<file path="src/rtl/mem_port_arbiter.sv">
// Arbiter sharing one single-port memory between instruction fetch (IF) and load/store (D).
// Optional abort-on-timeout logic is built when MEMARB_TIMEOUT_EN is defined.
module mem_port_arbiter #(
    parameter int unsigned ADDR_W     = 32,
    parameter int unsigned DATA_W     = 32,
    parameter int unsigned STARVE_MAX = 3,
    parameter int unsigned TIMEOUT    = 15
) (
    input  logic              clk_i,
    input  logic              rst_ni,
    input  logic              if_req_i,
    input  logic [ADDR_W-1:0] if_addr_i,
    output logic [DATA_W-1:0] if_rdata_o,
    output logic              if_ack_o,
    input  logic              d_req_i,
    input  logic              d_we_i,
    input  logic [ADDR_W-1:0] d_addr_i,
    input  logic [DATA_W-1:0] d_wdata_i,
    output logic [DATA_W-1:0] d_rdata_o,
    output logic              d_ack_o,
    output logic              mem_req_o,
    output logic              mem_we_o,
    output logic [ADDR_W-1:0] mem_addr_o,
    output logic [DATA_W-1:0] mem_wdata_o,
    input  logic [DATA_W-1:0] mem_rdata_i,
    input  logic              mem_ready_i,
    output logic              stall_if_o,
    output logic              stall_mem_o,
    output logic              bus_err_o
);

    localparam int unsigned CNT_W  = 4;
    localparam int unsigned WAIT_W = 4;
    localparam logic [CNT_W-1:0] STARVE_LIM = CNT_W'(STARVE_MAX);

    typedef enum logic [1:0] {
        IDLE    = 2'd0,
        BUSY_IF = 2'd1,
        BUSY_D  = 2'd2
    } state_e;

    state_e            state_q, state_d;
    logic [CNT_W-1:0]  starve_q, starve_d;
    logic              mem_req_q, mem_req_d;
    logic              mem_we_q, mem_we_d;
    logic [ADDR_W-1:0] mem_addr_q, mem_addr_d;
    logic [DATA_W-1:0] mem_wdata_q, mem_wdata_d;
    logic [DATA_W-1:0] if_rdata_q, if_rdata_d;
    logic [DATA_W-1:0] d_rdata_q, d_rdata_d;
    logic              if_ack_q, if_ack_d;
    logic              d_ack_q, d_ack_d;
    logic              grant_d_c, grant_if_c, done_c;

    // D wins ties unless IF has waited through STARVE_MAX consecutive D grants
    assign grant_d_c  = d_req_i & (~if_req_i | (starve_q != STARVE_LIM));
    assign grant_if_c = if_req_i & ~grant_d_c;

`ifdef MEMARB_TIMEOUT_EN
    logic [WAIT_W-1:0] wait_q, wait_d;
    logic              bus_err_q, bus_err_d;
    logic              timeout_c;

    assign timeout_c = (wait_q == WAIT_W'(TIMEOUT - 1)) & ~mem_ready_i;
    assign done_c    = mem_ready_i | timeout_c;
    assign bus_err_o = bus_err_q;

    always_ff @(posedge clk_i or negedge rst_ni) begin
        if (!rst_ni) begin
            wait_q    <= '0;
            bus_err_q <= 1'b0;
        end else begin
            wait_q    <= wait_d;
            bus_err_q <= bus_err_d;
        end
    end
`else
    logic unused_timeout;

    assign unused_timeout = ^32'(TIMEOUT);
    assign done_c         = mem_ready_i;
    assign bus_err_o      = 1'b0;
`endif

    // State and registered outputs
    always_ff @(posedge clk_i or negedge rst_ni) begin
        if (!rst_ni) begin
            state_q     <= IDLE;
            starve_q    <= '0;
            mem_req_q   <= 1'b0;
            mem_we_q    <= 1'b0;
            mem_addr_q  <= '0;
            mem_wdata_q <= '0;
            if_rdata_q  <= '0;
            d_rdata_q   <= '0;
            if_ack_q    <= 1'b0;
            d_ack_q     <= 1'b0;
        end else begin
            state_q     <= state_d;
            starve_q    <= starve_d;
            mem_req_q   <= mem_req_d;
            mem_we_q    <= mem_we_d;
            mem_addr_q  <= mem_addr_d;
            mem_wdata_q <= mem_wdata_d;
            if_rdata_q  <= if_rdata_d;
            d_rdata_q   <= d_rdata_d;
            if_ack_q    <= if_ack_d;
            d_ack_q     <= d_ack_d;
        end
    end

    // Next-state logic
    always_comb begin
        state_d = state_q;
        case (state_q)
            IDLE: begin
                if (grant_d_c) begin
                    state_d = BUSY_D;
                end else if (grant_if_c) begin
                    state_d = BUSY_IF;
                end
            end
            BUSY_IF, BUSY_D: begin
                if (done_c) begin
                    state_d = IDLE;
                end
            end
            default: state_d = IDLE;
        endcase
    end

    // Output and datapath next values; memory-side outputs hold unless changed
    always_comb begin
        starve_d    = starve_q;
        mem_req_d   = mem_req_q;
        mem_we_d    = mem_we_q;
        mem_addr_d  = mem_addr_q;
        mem_wdata_d = mem_wdata_q;
        if_rdata_d  = if_rdata_q;
        d_rdata_d   = d_rdata_q;
        if_ack_d    = 1'b0;
        d_ack_d     = 1'b0;
`ifdef MEMARB_TIMEOUT_EN
        wait_d      = wait_q;
        bus_err_d   = 1'b0;
`endif
        case (state_q)
            IDLE: begin
                if (grant_d_c) begin
                    mem_req_d   = 1'b1;
                    mem_we_d    = d_we_i;
                    mem_addr_d  = d_addr_i;
                    mem_wdata_d = d_wdata_i;
                    if (if_req_i && (starve_q != STARVE_LIM)) begin
                        starve_d = starve_q + CNT_W'(1);
                    end
`ifdef MEMARB_TIMEOUT_EN
                    wait_d = '0;
`endif
                end else if (grant_if_c) begin
                    mem_req_d   = 1'b1;
                    mem_we_d    = 1'b0;
                    mem_addr_d  = if_addr_i;
                    mem_wdata_d = '0;
                    starve_d    = '0;
`ifdef MEMARB_TIMEOUT_EN
                    wait_d = '0;
`endif
                end
            end
            BUSY_IF: begin
                if (mem_ready_i) begin
                    mem_req_d  = 1'b0;
                    if_rdata_d = mem_rdata_i;
                    if_ack_d   = 1'b1;
                end
`ifdef MEMARB_TIMEOUT_EN
                else if (timeout_c) begin
                    mem_req_d = 1'b0;
                    if_ack_d  = 1'b1;
                    bus_err_d = 1'b1;
                end else begin
                    wait_d = wait_q + WAIT_W'(1);
                end
`endif
            end
            BUSY_D: begin
                if (mem_ready_i) begin
                    mem_req_d = 1'b0;
                    d_ack_d   = 1'b1;
                    if (!mem_we_q) begin
                        d_rdata_d = mem_rdata_i;
                    end
                end
`ifdef MEMARB_TIMEOUT_EN
                else if (timeout_c) begin
                    mem_req_d = 1'b0;
                    d_ack_d   = 1'b1;
                    bus_err_d = 1'b1;
                end else begin
                    wait_d = wait_q + WAIT_W'(1);
                end
`endif
            end
            default: ;
        endcase
    end

    assign mem_req_o   = mem_req_q;
    assign mem_we_o    = mem_we_q;
    assign mem_addr_o  = mem_addr_q;
    assign mem_wdata_o = mem_wdata_q;
    assign if_rdata_o  = if_rdata_q;
    assign d_rdata_o   = d_rdata_q;
    assign if_ack_o    = if_ack_q;
    assign d_ack_o     = d_ack_q;

    // Stalls follow the live request so the pipeline releases in the ack cycle
    assign stall_if_o  = if_req_i & ~if_ack_q;
    assign stall_mem_o = d_req_i & ~d_ack_q;

endmodule
</file>
<file path="config.mk">
export PLATFORM = sky130hd
export DESIGN_NAME = mem_port_arbiter
export DESIGN_NICKNAME = d
export VERILOG_FILES = /design/src/rtl/mem_port_arbiter.sv
export SDC_FILE = /design/constraint.sdc
export NUM_CORES = 1
export LEC_CHECK = 0
export CORE_MARGIN = 1.5
export CORE_UTILIZATION = 30
export CTS_BUF_LIST = sky130_fd_sc_hd__clkbuf_8
export DETAILED_ROUTE_END_ITERATION = 8
export GPL_TIMING_DRIVEN = 0
export PLACE_DENSITY_LB_ADDON = 0.15
export SYNTH_ARGS = -nofsm -noshare
export SYNTH_HDL_FRONTEND = slang
export SYNTH_SLANG_ARGS = --single-unit
</file>
<file path="constraint.sdc">
create_clock -name clk_i -period 2.05 [get_ports clk_i]
set_input_delay 0.41 -clock clk_i [delete_from_list [all_inputs] [get_ports clk_i]]
set_output_delay 0.41 -clock clk_i [all_outputs]
set_load 0.02 [all_outputs]
</file>
==> results of run 1 <==
==> placed cells by master, fill, tap and decap left out, types with 2 or more instances in the layout <==
master           netlist  layout
nand2_1              137     137
inv_6                  0       3
buf_2                 13      12
dfrtp_1              138     138
clkbuf_8               0      17
nand2b_1               2       2
buf_6                  4       6
nand4_1               33      33
o21ai_0               40      40
ha_1                   4       4
o211ai_1               2       2
nor2b_1                3       3
mux2_2                63      63
a32o_1                 2       2
bufinv_16              0       7
nand3_1                2       2
clkbuf_1              14      14
clkinv_4               0       3
buf_4                  6       6
o211ai_2              30      30
clkdlybuf4s50_1        0     263
clkbuf_2               3       3
inv_1                  4       4
==> cells in the mapped netlist <==
master,instances
nor2b_1,3
mux2_1,1
nor3b_1,1
dfrtp_1,138
buf_1,2
o21a_1,1
buf_6,4
nor2_1,1
and3b_1,1
a32o_1,2
nand2b_1,2
and2_4,1
o21ai_0,40
nand4_1,33
conb_1,1
nand3_1,2
o211ai_1,2
clkbuf_1,14
a21o_1,1
clkbuf_2,3
and2_1,1
mux2i_1,1
inv_1,4
nand4bb_1,1
a21oi_1,1
nand2_1,137
buf_2,13
o211ai_2,30
buf_4,6
ha_1,4
mux2_2,63
==> cell type report <==
cell class | count | area share, %
repair buffers | 268 | 28.6
multi-input cells | 330 | 23.5
inverters | 4 | 0.159
flip-flops and latches | 138 | 36.5
clock inverters | 14 | 2.83
well taps | 265 | 3.50
clock buffers | 17 | 2.47
plain buffers | 41 | 2.46
==> per-stage QoR <==
step / setup TNS (ns) / cell area, um^2
finish: 0 / 9460
global route: -0.0192 / 9460
CTS: 0 / 9460
detailed placement: -5.27 / 8940
global placement: -690.18 / 8920
floorplan: 0 / 5920
==> what timing repair did <==
item	CTS	global route
endpoints found under the hold margin	66	0
gates resized for setup	5	1
cloned	0	0
hold buffers	1	0
setup endpoints to repair	1	3
==> sequential cells by signal (all words and copies together) (netlist names) <==
register     count
state_q          2
mem_req_o        1
mem_wdata_o     32
if_rdata_o      32
mem_addr_o      32
d_rdata_o       32
d_ack_o          1
if_ack_o         1
starve_q         4
mem_we_o         1
==> tightest hold or removal path: stages <==
cell and delay [ns]:
buf_4 0.15, nand3_1 0.08, o21ai_0 0.07
==> cells by family (layout without fill, tap and decap cells) <==
family,Yosys count,after routing,synth area share (%)
fa+ha+maj,4,4,0.845
buf+inv,46,344,4.14
other cells,1,1,0.0633
mux,65,65,12.3
compound gates,77,77,10.6
flops,138,138,58.3
simple gates,183,183,13.6
==> per-layer routing <==
layer | share of wire (%) | track usage [%] | up-vias
met5 | 0 | 0 | -
met4 | 2.3 | 7.63 | 0
met3 | 6.3 | 4.73 | 24
met2 | 49 | 28.9 | 182
met1 | 42 | 22.0 | 2508
li1 | - | - | 2356
==> final timing paths <==
check	from	cells past startpoint	end	slack (ns)
max in group asynchronous	rst_ni	3	d_rdata_o[31]	0.70
hold reg to reg	mem_wdata_o[24]	2	mem_wdata_o[24]	0.49
hold / removal	if_req_i	3	starve_q[1]	0.32
setup reg to reg	state_q[1]	6	mem_addr_o[29]	0.15
setup / recovery	d_req_i	4	stall_mem_o	0.04
min in group asynchronous	rst_ni	2	mem_addr_o[15]	0.54
==> power groups by stage <==
stage	logic, mW	registers (mW)	clock network [mW]
after detailed placement	7.88	4.84	0
final	7.79	4.80	2.82
after global routing	8.38	4.96	3.04
after CTS	7.90	4.81	2.91
after floorplan	2.54	6.34	0
after global placement	7.76	4.79	0
==> results.ini, run 1 <==
[run_status]
status = finished clean

[power_and_ir_drop]
ir_drop_mv = 0.655
power_frac_seq_pct = 31.1
p_per_area_nw_per_um2 = 1630
p_clk_share_pct = 18.3
sw_frac_of_total_pct = 38.3
intPower_mw = 9.51
finalPower_mw = 15.4
power_leakage_nw = 4.04
p_switching_mw = 5.90
p_comb_share_pct = 50.6

[global_routing]
grt_max_degree = 73
track_usage_pct = 17.7
grt_pass1_wl_mm = 28.0
grt-ovfl-total = 0
grt_pass1_vias = 5313
antenna_found_initial = 0

[sta]
hold_ws_ns = 0.320
relSlewSlack_pct = 56.3
maxSlewViolCount = 0
finalHoldViolCount = 0
setup_slack_ns = 0.0366
rsz0062_at_grt = yes
fin_crit_sh_pct = 98.2
worstMarginPinSlew_ns = 0.656
setup_violations = 0
skew_ns = 0.00819
max_freq_mhz = 497
min_period_ns = 2.01

[synthesis]
synth.distinct_cells = 31
yosysWarnings = 0
avgSynthCellArea_um2 = 11.5
ys_seq_area_share_pct = 58.3
synth_top_area_share_pct = 58.3
syn-instance-count = 514
postSynthNetCount = 652
yosysTopAreaCell = dfrtp_1
synth-seq-cells = 138
synth.area.top_cells = dfrtp_1, mux2_2, nand2_1
syn_area_um2 = 5920

[detailed_routing]
via_per_inst = 4.71
drc = 0
dr_total_vias = 5070
wl_per_cell_um = 16.7
wl_mm = 18.0
final_antenna_net_count = 0
dr.first_iter.drc_count = 224
drt_pre_antenna_iters = 4

[layout]
drive_above_1_share_pct = 19.0
fin_cells = 1077
nets = 938
final_core_util_pct = 48.8
area_delta_synth_final_pct = 59.8
fillCellCount = 1787
multiInputGateArea_um2 = 2220
register_area_um2 = 3450
diodes = 0

[die]
die_h_um = 144
rows = 51
start_util_pct = 30.5
die_x_um = 144
core_area_um2 = 19400
io_pins = 269
die-area_um2 = 20600

[critical_path]
slowest_delay_ns = 0.55
worst_ep_arrival_time_ns = 1.60
critPathBufInv = 3
crit_slowest_cell = clkdlybuf4s50_1
crit_fanout = 19
cp_top_family = buffers and inverters
cp-end-kind = output port
required_ns = 1.64
path_cells = clkdlybuf4s50_1, buf_6, nor2b_1, clkdlybuf4s15_2
start_kind = input port
path_class = in -> out

[clock_tree]
clockRootBuffer = clkbuf_8
post_cts_buffers = 0
ctsHtreeMaxLevel = 4
cts_tree = done
clkTransAtPathRegs_ns = 0.08
clk_latency_ns = 0.44
ctsLongestPathBuffers = 2
cts_made_buffers = 17
numClockSinks = 138

[min_path]
hp-class = in -> reg

[placement]
place.detailed.hpwl_mm = 13.2
portBuffers = 266
place_ws_ns = -0.722
place_congestion = 0.778
place_inst = 1046

[run]
maxCapViolations = 0

(Power assumes the default switching activity.)
==> run 2, diff against run 1 <==
--- a/config.mk
+++ b/config.mk
@@ -5,12 +5,13 @@
 export SDC_FILE = /design/constraint.sdc
 export NUM_CORES = 1
 export LEC_CHECK = 0
-export CORE_MARGIN = 1.5
+export CORE_MARGIN = 4
 export CORE_UTILIZATION = 30
 export CTS_BUF_LIST = sky130_fd_sc_hd__clkbuf_8
 export DETAILED_ROUTE_END_ITERATION = 8
 export GPL_TIMING_DRIVEN = 0
 export PLACE_DENSITY_LB_ADDON = 0.15
+export SETUP_SLACK_MARGIN = 0.3
 export SYNTH_ARGS = -nofsm -noshare
 export SYNTH_HDL_FRONTEND = slang
 export SYNTH_SLANG_ARGS = --single-unit
==> run 2 against run 1 <==
Critical path depth up 3. Critical path type is now reg -> reg. Largest cell class unchanged. Non-clock buffer count up 4. Cell count up 0.46%. Global-route usage down 0.87 points. Utilization down 0.77 points. Total power down 8.2%. Cell area down 1.3%. First-iteration DRC count down 24%. Largest power group unchanged.
==> results.ini, run 2 (synthesis results as in run 1) <==
[min_path]
holdPathEnd = starve_q[1]  ; unchanged
hp-class = in -> reg  ; unchanged
hp-start = if_req_i  ; unchanged
hold_depth = 3  ; unchanged

[detailed_routing]
wl_mm = 18.4  ; was 18.0 mm
dr.first_iter.drc_count = 171  ; was 224
drc = 0  ; unchanged
via_per_inst = 4.67  ; was 4.71
wl_per_cell_um = 17.0  ; was 16.7 um
dr_total_vias = 5052  ; was 5,070
drt_pre_antenna_iters = 4  ; unchanged
final_antenna_net_count = 0  ; unchanged

[layout]
diodes = 0  ; unchanged
final_cell_mix = dfrtp_1, nand2_1, dlygate4sd2_1  ; was clkdlybuf4s50_1, dfrtp_1, nand2_1
area_delta_synth_final_pct = 57.8  ; was 59.8%
final_common_cell = dfrtp_1  ; was clkdlybuf4s50_1
fin_cells = 1082  ; was 1,077
fillCellCount = 1869  ; was 1,787
nets = 942  ; was 938
drive_above_1_share_pct = 21.4  ; was 19.0%

[die]
core_area_um2 = 19500  ; was 19,400 um^2
io_pins = 269  ; unchanged
start_util_pct = 30.4  ; was 30.5%
die-area_um2 = 22100  ; was 20,600 um^2
die_h_um = 149  ; was 144 um
rows = 51  ; unchanged
die_x_um = 149  ; was 144 um

[power_and_ir_drop]
p_clk_share_pct = 16.7  ; was 18.3%
ir_drop_mv = 0.604  ; was 0.655 mV
sw_frac_of_total_pct = 41.2  ; was 38.3%
power_frac_seq_pct = 33.5  ; was 31.1%
power_leakage_nw = 4.39  ; was 4.04 nW
intPower_mw = 8.32  ; was 9.51 mW
p_per_area_nw_per_um2 = 1510  ; was 1630 nW/um^2
p_comb_share_pct = 49.9  ; was 50.6%
p_switching_mw = 5.83  ; was 5.90 mW

[clock_tree]
ctsLongestPathBuffers = 2  ; unchanged
numClockSinks = 138  ; unchanged
cts_made_buffers = 17  ; unchanged
clockRootBuffer = clkbuf_8  ; unchanged
ctsHtreeMaxLevel = 4  ; unchanged
clk_latency_ns = 0.44  ; about the same
clkTransAtPathRegs_ns = 0.08  ; about the same
cts_tree = done  ; unchanged

[sta]
finalHoldViolCount = 0  ; unchanged
skew_ns = 0.0151  ; was 0.00819 ns
maxSlewViolCount = 0  ; unchanged
min_period_ns = 1.65  ; was 2.01 ns
rsz0062_at_grt = yes  ; unchanged
setup_violations = 0  ; unchanged
fin_crit_sh_pct = 80.6  ; was 98.2%
relSlewSlack_pct = 60.7  ; was 56.3%
max_freq_mhz = 605  ; was 497 MHz
hold_ws_ns = 0.340  ; was 0.320 ns
worstMarginPinSlew_ns = 0.589  ; was 0.656 ns

[global_routing]
antenna_found_initial = 0  ; unchanged
track_usage_pct = 16.8  ; was 17.7%
grt_pass1_vias = 5641  ; was 5,313
grt_pass1_wl_mm = 29.5  ; was 28.0 mm
grt-ovfl-total = 0  ; unchanged
grt_max_degree = 81  ; was 73

[critical_path]
r2r_start = starve_q[0]  ; was state_q[1]
start_kind = flop  ; was input port
cp-end-kind = flop  ; was output port
r2r_setup_slack_ns = 0.40  ; was 0.15 ns
crit_fanout = 10  ; was 19
worst_ep_arrival_time_ns = 1.96  ; was 1.60 ns
required_ns = 2.36  ; was 1.64 ns
rr_worst_depth = 7  ; was 6
regToRegEndpoint = mem_addr_o[6]  ; was mem_addr_o[29]
path_class = reg -> reg  ; was in -> out

[placement]
place.detailed.hpwl_mm = 13.9  ; was 13.2 mm
place_congestion = 0.819  ; was 0.778
portBuffers = 266  ; unchanged
place_inst = 1046  ; unchanged

[run]
maxCapViolations = 0  ; unchanged

[run_status]
status = finished clean  ; unchanged

## run 2: cell count changes in the layout (fill, tap and decap cells not counted), moves of 2 or more
cell / delta
clkbuf_4: +5
buf_12: +2
clkdlybuf4s50_1: -133
clkbuf_8: +3
inv_6: -2
clkbuf_2: +9
buf_6: +3
clkinvlp_4: +2
bufinv_16: -4
dlygate4sd2_1: +132
buf_2: -3
clkinv_4: -2
clkbuf_1: -11
clkinv_2: +3
## run 2: final cells by class
class	count	area (um^2)	share of cell area, %
repair buffers	271	2570	27.5
clock inverters	12	146	1.57
plain buffers	42	319	3.41
clock buffers	20	275	2.95
well taps	265	332	3.55
flip-flops and latches	138	3450	37.0
multi-input cells	330	2230	23.9
inverters	4	15.0	0.161
## run 2: power groups by stage
stage | sequential (mW) | combinational, mW | clock [mW]
floorplan | 6.34 | 2.54 | 0
global route | 4.90 | 7.64 | 2.56
detailed placement | 4.84 | 7.92 | 0
CTS | 4.75 | 7.07 | 2.44
global placement | 4.79 | 7.80 | 0
finish | 4.74 | 7.06 | 2.36
## run 2: routing by layer
| metal | up-vias | track usage [%] | wire [um] |
|---|---|---|---|
| met3 | 27 | 5.61 | 1290 |
| met1 | 2479 | 19.7 | 7410 |
| li1 | 2363 | - | - |
| met5 | - | 0 | 0 |
| met2 | 183 | 28.8 | 9320 |
| met4 | 0 | 6.10 | 419 |
## run 2: critical path: stages, from the launching register on
cell       delay [ns]
dfrtp_1          0.41
ha_1             0.24
nand4bb_1        0.09
buf_2            0.22
and2_4           0.17
buf_6            0.12
buf_6            0.17
o211ai_2         0.11
## run 2: how the worst max path moves through the flow
stage | cells past startpoint | slack (ns) | from | endpoint
finish | 7 | 0.40 | starve_q[0] | mem_addr_o[6]
global route | 6 | 0.29 | starve_q[0] | mem_wdata_o[28]
CTS | 5 | 0.04 | d_req_i | stall_mem_o
detailed placement | 5 | -0.72 | d_req_i | stall_mem_o
global placement | 1 | -4.95 | rst_ni | d_rdata_o[4]
floorplan | 3 | 0.43 | d_req_i | stall_mem_o
## run 2: timing repair
action                                  4_1_cts  5_1_grt
buffers inserted                              0        2
resized for setup                           154       35
endpoints found under the setup margin      223      108
gates cloned                                  0        1
endpoints found under the hold margin        58        0
hold buffers                                  1        0
## run 2: stage by stage
step / utilization (%) / TNS, ns / power, mW / instance area [um^2] / worst slack [ns]
after floorplan: - / 0 / 8.89 / 5920 / 0.428
after global placement: 45.8 / -684.79 / 12.6 / 8920 / -4.95
after detailed placement: 46.0 / -6.20 / 12.8 / 8940 / -0.722
after CTS: 47.5 / 0 / 14.3 / 9250 / 0.0358
after global routing: 48.0 / 0 / 15.1 / 9340 / 0.289
final: 48.0 / 0 / 14.2 / 9340 / 0.398
